===== config.mk =====
export PLATFORM = sky130hd
export DESIGN_NAME = bcd_score_keeper
export DESIGN_NICKNAME = d
export VERILOG_FILES = /design/src/rtl/bcd_score_keeper.sv
export SDC_FILE = /design/constraint.sdc
export NUM_CORES = 1
export LEC_CHECK = 0
export BUFFER_PORTS_ARGS = -buffer_cell sky130_fd_sc_hd__buf_2
export CORE_UTILIZATION = 51
export DETAILED_ROUTE_END_ITERATION = 12
export PLACE_DENSITY = 0.77
export SYNTH_ARGS = -nofsm -noshare
export SYNTH_HDL_FRONTEND = slang
export SYNTH_SLANG_ARGS = --single-unit
export TNS_END_PERCENT = 50

===== constraint.sdc =====
create_clock -name i_clk -period 8.3 [get_ports i_clk]
set_input_delay 1.245 -clock i_clk [delete_from_list [all_inputs] [get_ports i_clk]]
set_output_delay 1.245 -clock i_clk [all_outputs]
set_load 0.01 [all_outputs]

===== src/rtl/bcd_score_keeper.sv =====
// Dino game score keeper: 4-digit packed-BCD running score and high score,
// with a small IDLE/RUN/OVER game-state FSM and a digit-milestone pulse.
module bcd_score_keeper #(
  parameter logic [15:0] HI_INIT         = 16'h0000,
  parameter int unsigned MILESTONE_DIGIT = 2
) (
  input  logic        i_clk,
  input  logic        i_rst,
  input  logic        i_start,
  input  logic        i_die,
  input  logic        i_tick,
  input  logic [15:0] i_step,
  output logic [15:0] o_score,
  output logic [15:0] o_hi_score,
  output logic [1:0]  o_state,
  output logic        o_milestone,
  output logic        o_maxed
);

  localparam logic [1:0] ST_IDLE = 2'b00;
  localparam logic [1:0] ST_RUN  = 2'b01;
  localparam logic [1:0] ST_OVER = 2'b10;

  localparam int unsigned MS_SHIFT = 4 * MILESTONE_DIGIT;

  logic [1:0]  r_state;
  logic [15:0] r_score;
  logic [15:0] r_hi;
  logic        r_milestone;
  logic        r_maxed;

  logic [3:0]  w_nib;
  logic [4:0]  w_dsum;
  logic [4:0]  w_carry;
  logic [15:0] w_sum;
  logic [15:0] w_next;
  logic        w_ms;
  logic        w_sat;

  // Decimal ripple add; step nibbles above 9 are treated as 9.
  always_comb begin
    w_nib   = '0;
    w_dsum  = '0;
    w_carry = '0;
    w_sum   = '0;
    for (int unsigned d = 0; d < 4; d++) begin
      w_nib = i_step[4*d +: 4];
      if (w_nib > 4'd9) begin
        w_nib = 4'd9;
      end
      w_dsum = {1'b0, r_score[4*d +: 4]} + {1'b0, w_nib} + {4'b0000, w_carry[d]};
      if (w_dsum > 5'd9) begin
        w_sum[4*d +: 4] = w_dsum[3:0] + 4'd6;
        w_carry[d+1]    = 1'b1;
      end else begin
        w_sum[4*d +: 4] = w_dsum[3:0];
      end
    end
    w_next = w_carry[4] ? 16'h9999 : w_sum;
    w_sat  = (w_next == 16'h9999);
    w_ms   = (w_next >> MS_SHIFT) > (r_score >> MS_SHIFT);
  end

  always_ff @(posedge i_clk) begin
    if (i_rst) begin
      r_state     <= ST_IDLE;
      r_score     <= '0;
      r_hi        <= HI_INIT;
      r_milestone <= 1'b0;
      r_maxed     <= 1'b0;
    end else begin
      r_milestone <= 1'b0;
      case (r_state)
        ST_IDLE: begin
          if (i_start) begin
            r_state <= ST_RUN;
            r_score <= '0;
            r_maxed <= 1'b0;
          end
        end
        ST_RUN: begin
          // Commit uses the pre-edge score regardless of a coincident start.
          if (i_die && (r_score > r_hi)) begin
            r_hi <= r_score;
          end
          if (i_start) begin
            r_score <= '0;
            r_maxed <= 1'b0;
          end else if (i_die) begin
            r_state <= ST_OVER;
          end else if (i_tick) begin
            r_score     <= w_next;
            r_maxed     <= w_sat;
            r_milestone <= w_ms;
          end
        end
        ST_OVER: begin
          if (i_start) begin
            r_state <= ST_RUN;
            r_score <= '0;
            r_maxed <= 1'b0;
          end
        end
        default: begin
          r_state <= ST_IDLE;
        end
      endcase
    end
  end

  assign o_score     = r_score;
  assign o_hi_score  = r_hi;
  assign o_state     = r_state;
  assign o_milestone = r_milestone;
  assign o_maxed     = r_maxed;

endmodule


==> results.json <==
{
  "combPwrFrac_pct": 22.7,
  "power_frac_seq_pct": 34.6,
  "period_share_pct": 94.7,
  "drtAntennaViolNets": 0,
  "synthTopCellsByCount": "40 x inv_1, 39 x ha_1, 39 x nor2_1",
  "placed_cell_area_um2": 3430,
  "p_int_mw": 0.378,
  "grt_max_degree": 33,
  "drive_gt1_share_pct": 23.1,
  "async_flop_share_pct": 0,
  "p_sw_share_pct": 26.0,
  "worstPathMaxFanout": 4,
  "cts_tree": "yes",
  "ys_ff_latch": 36,
  "synth_warnings": 0,
  "yosysTopAreaCellShare_pct": 23.6,
  "stdcell_area_um2": 3610,
  "cp_slowest_cell": "fa_2",
  "clk_transition_reported_paths_ns": 0.08,
  "row_count": 27,
  "cts_buffers": 5,
  "port_buffers": 56,
  "leakage_nw": 1.82,
  "finalCriticalPeriod_ns": 7.86,
  "htree_levels": 2,
  "cts_setup_buffers": 0,
  "synth_area_um2": 3050,
  "hold_path.class": "flop to flop",
  "gp_congestion": 0.848,
  "wire_per_inst_um": 13.7,
  "slew_viol_final": 0,
  "fin_skew_ns": 0.00296,
  "synth_area_leaders": "dfxtp_1 24%, ha_1 16%, mux2i_1 6.6%, inv_1 4.9%, nor2_1 4.8%",
  "syn_inst": 364,
  "run_status": "finished clean",
  "cp_slowest_stage_delay_ns": 0.47,
  "place_hpwl_um": 5360,
  "setup.worst_path.start_class": "primary input",
  "layout.nets": 490,
  "synth_nets": 431,
  "diodes": 0,
  "via_per_inst": 5.50,
  "critPathArrivalTime_ns": 8.04,
  "required_ns": 8.48,
  "critical_path_class": "primary input to flop",
  "antenna_found_initial": 0,
  "dieArea_um2": 6290,
  "num_vias": 2728,
  "synth-edff-count": 0,
  "die_height_um": 79.3,
  "synth.most_common_cell": "inv_1",
  "grt_setup_unrepaired": "false",
  "routed_wl_um": 6800,
  "grt_overflow_total": 0,
  "hold_violations": 0,
  "grt_pass1_vias": 2616,
  "grt_pass1_wl_um": 11400,
  "holdWs_ns": 0.527,
  "ys_seq_area_share_pct": 23.6,
  "synth_flop_cell": "dfxtp_1",
  "clockRootBuffer": "clkbuf_8",
  "slew_headroom_pct": 20.0,
  "power_density_nw_per_um2": 141,
  "cp-end-kind": "flop",
  "drv_cap": 0,
  "hold_buffers": 0,
  "max_slew.worst_pin.slew_ns": 1.20,
  "ctsResizeCount": 0,
  "track_usage_pct": 22.9,
  "power_mw": 0.511,
  "fmax_ghz": 0.127,
  "p_sw_mw": 0.133,
  "whs_path_depth": 2,
  "dieWidth_um": 79.3,
  "clock_path_buffers": 2,
  "syn_to_final_growth_pct": 18.4,
  "coreArea_um2": 5640,
  "peakVddDrop_mv": 0.104,
  "drcViolationCount": 0,
  "rr_worst_depth": 29,
  "clkPwrFrac_pct": 42.8,
  "drtIter0Drc": 125,
  "first_pass_iters": 4,
  "cts_sinks": 36,
  "io_pins": 57,
  "worstSkewPairLatency_ns": 0.29,
  "start_util_pct": 54.1,
  "synth_area_per_cell_um2": 8.38,
  "synth_top_area_cell": "dfxtp_1",
  "synth.distinct_cells": 57,
  "finalSetupViolations": 0
}
==> registers in the layout, indices dropped and copies added (netlist names) <==
signal,cells
o_milestone,1
o_state,2
o_hi_score,16
o_score,16
o_maxed,1
==> final cells by class <==
cell class / count / area (um^2)
Clock inverter: 3 / 90.1
Multi-Input combinational cell: 274 / 2140
Timing Repair Buffer: 65 / 348
Inverter: 41 / 154
Tap cell: 72 / 90.1
Sequential cell: 36 / 721
Fill cell: 469 / 2030
Clock buffer: 5 / 68.8
==> final timing paths <==
| check | start | to | slack, ns |
|---|---|---|---|
| max reg2reg | o_score[0] | o_milestone | 1.15 |
| min | o_hi_score[1] | o_hi_score[1] | 0.53 |
| max | i_step[3] | o_milestone | 0.44 |
| min reg2reg | o_hi_score[1] | o_hi_score[1] | 0.53 |
==> power by group through the flow <==
stage                     Sequential [mW]  Clock [mW]  Combinational [mW]
final                               0.177       0.218               0.116
after global routing                0.177       0.227               0.130
after CTS                           0.176       0.219               0.114
after detailed placement            0.181           0               0.113
after global placement              0.180           0               0.110
after floorplan                     0.180           0              0.0823
==> layout by cell type (no fill, tap or decap), drive strengths merged, types with 2 or more instances in the layout <==
| master | netlist | layout |
|---|---|---|
| a22oi | 6 | 6 |
| a21o | 9 | 9 |
| bufinv | 0 | 3 |
| o2bb2ai | 2 | 2 |
| nor2 | 39 | 39 |
| o221ai | 2 | 2 |
| nor3 | 2 | 2 |
| or2 | 4 | 4 |
| mux2 | 5 | 5 |
| dfxtp | 36 | 36 |
| and2 | 5 | 5 |
| nand3 | 5 | 5 |
| nand4 | 4 | 4 |
| xnor2 | 4 | 4 |
| clkbuf | 10 | 5 |
| nor2b | 9 | 9 |
| a21oi | 27 | 27 |
| nand3b | 4 | 4 |
| nand2 | 17 | 17 |
| xor2 | 5 | 5 |
| buf | 3 | 65 |
| a211oi | 3 | 3 |
| nor3b | 2 | 2 |
| nand2b | 10 | 10 |
| mux2i | 20 | 20 |
| o21ai | 19 | 19 |
| ha | 39 | 39 |
| o31ai | 3 | 3 |
| inv | 41 | 41 |
| fa | 7 | 7 |
| a22o | 5 | 5 |
| a31oi | 2 | 2 |
==> worst max-delay path, delay by kind of cell <==
kind                     cells  cell delay (ns)
AO/OA/AOI/OAI               12             1.38
XOR/XNOR                     1             0.20
adder cells (fa/ha/maj)      9             3.42
buffers and inverters        3             0.29
AND/OR/NAND/NOR              7             1.47
==> metal layers <==
layer	wire, um	global-route usage [%]
met5	0	0
met4	77	6.18
met3	286	4.02
met2	3180	39.7
met1	3250	28.8
==> cells by family (layout without fill, tap and decap cells) <==
kind of cell,count (synthesis),in the layout,share of synthesized area [%]
AND/OR/NAND/NOR,108,108,18.2
multiplexers,25,25,8.53
buffers and inverters,54,114,7.05
XOR/XNOR,9,9,2.58
adder cells (fa/ha/maj),46,46,20.6
flip-flops,36,36,23.6
AO/OA/AOI/OAI,86,86,19.4
==> stage by stage <==
stage / cells / setup slack [ns] / util, % / setup TNS (ns)
global placement: 488 / 0.0732 / 60.7 / 0
global route: 496 / 0.0146 / 64.0 / 0
CTS: 496 / 0.174 / 63.6 / 0
finish: 496 / 0.436 / 64.0 / 0
detailed placement: 488 / -0.140 / 60.7 / -0.140
floorplan: 364 / 0.0306 / - / 0
Note: power is estimated with default switching activity, not from simulation.
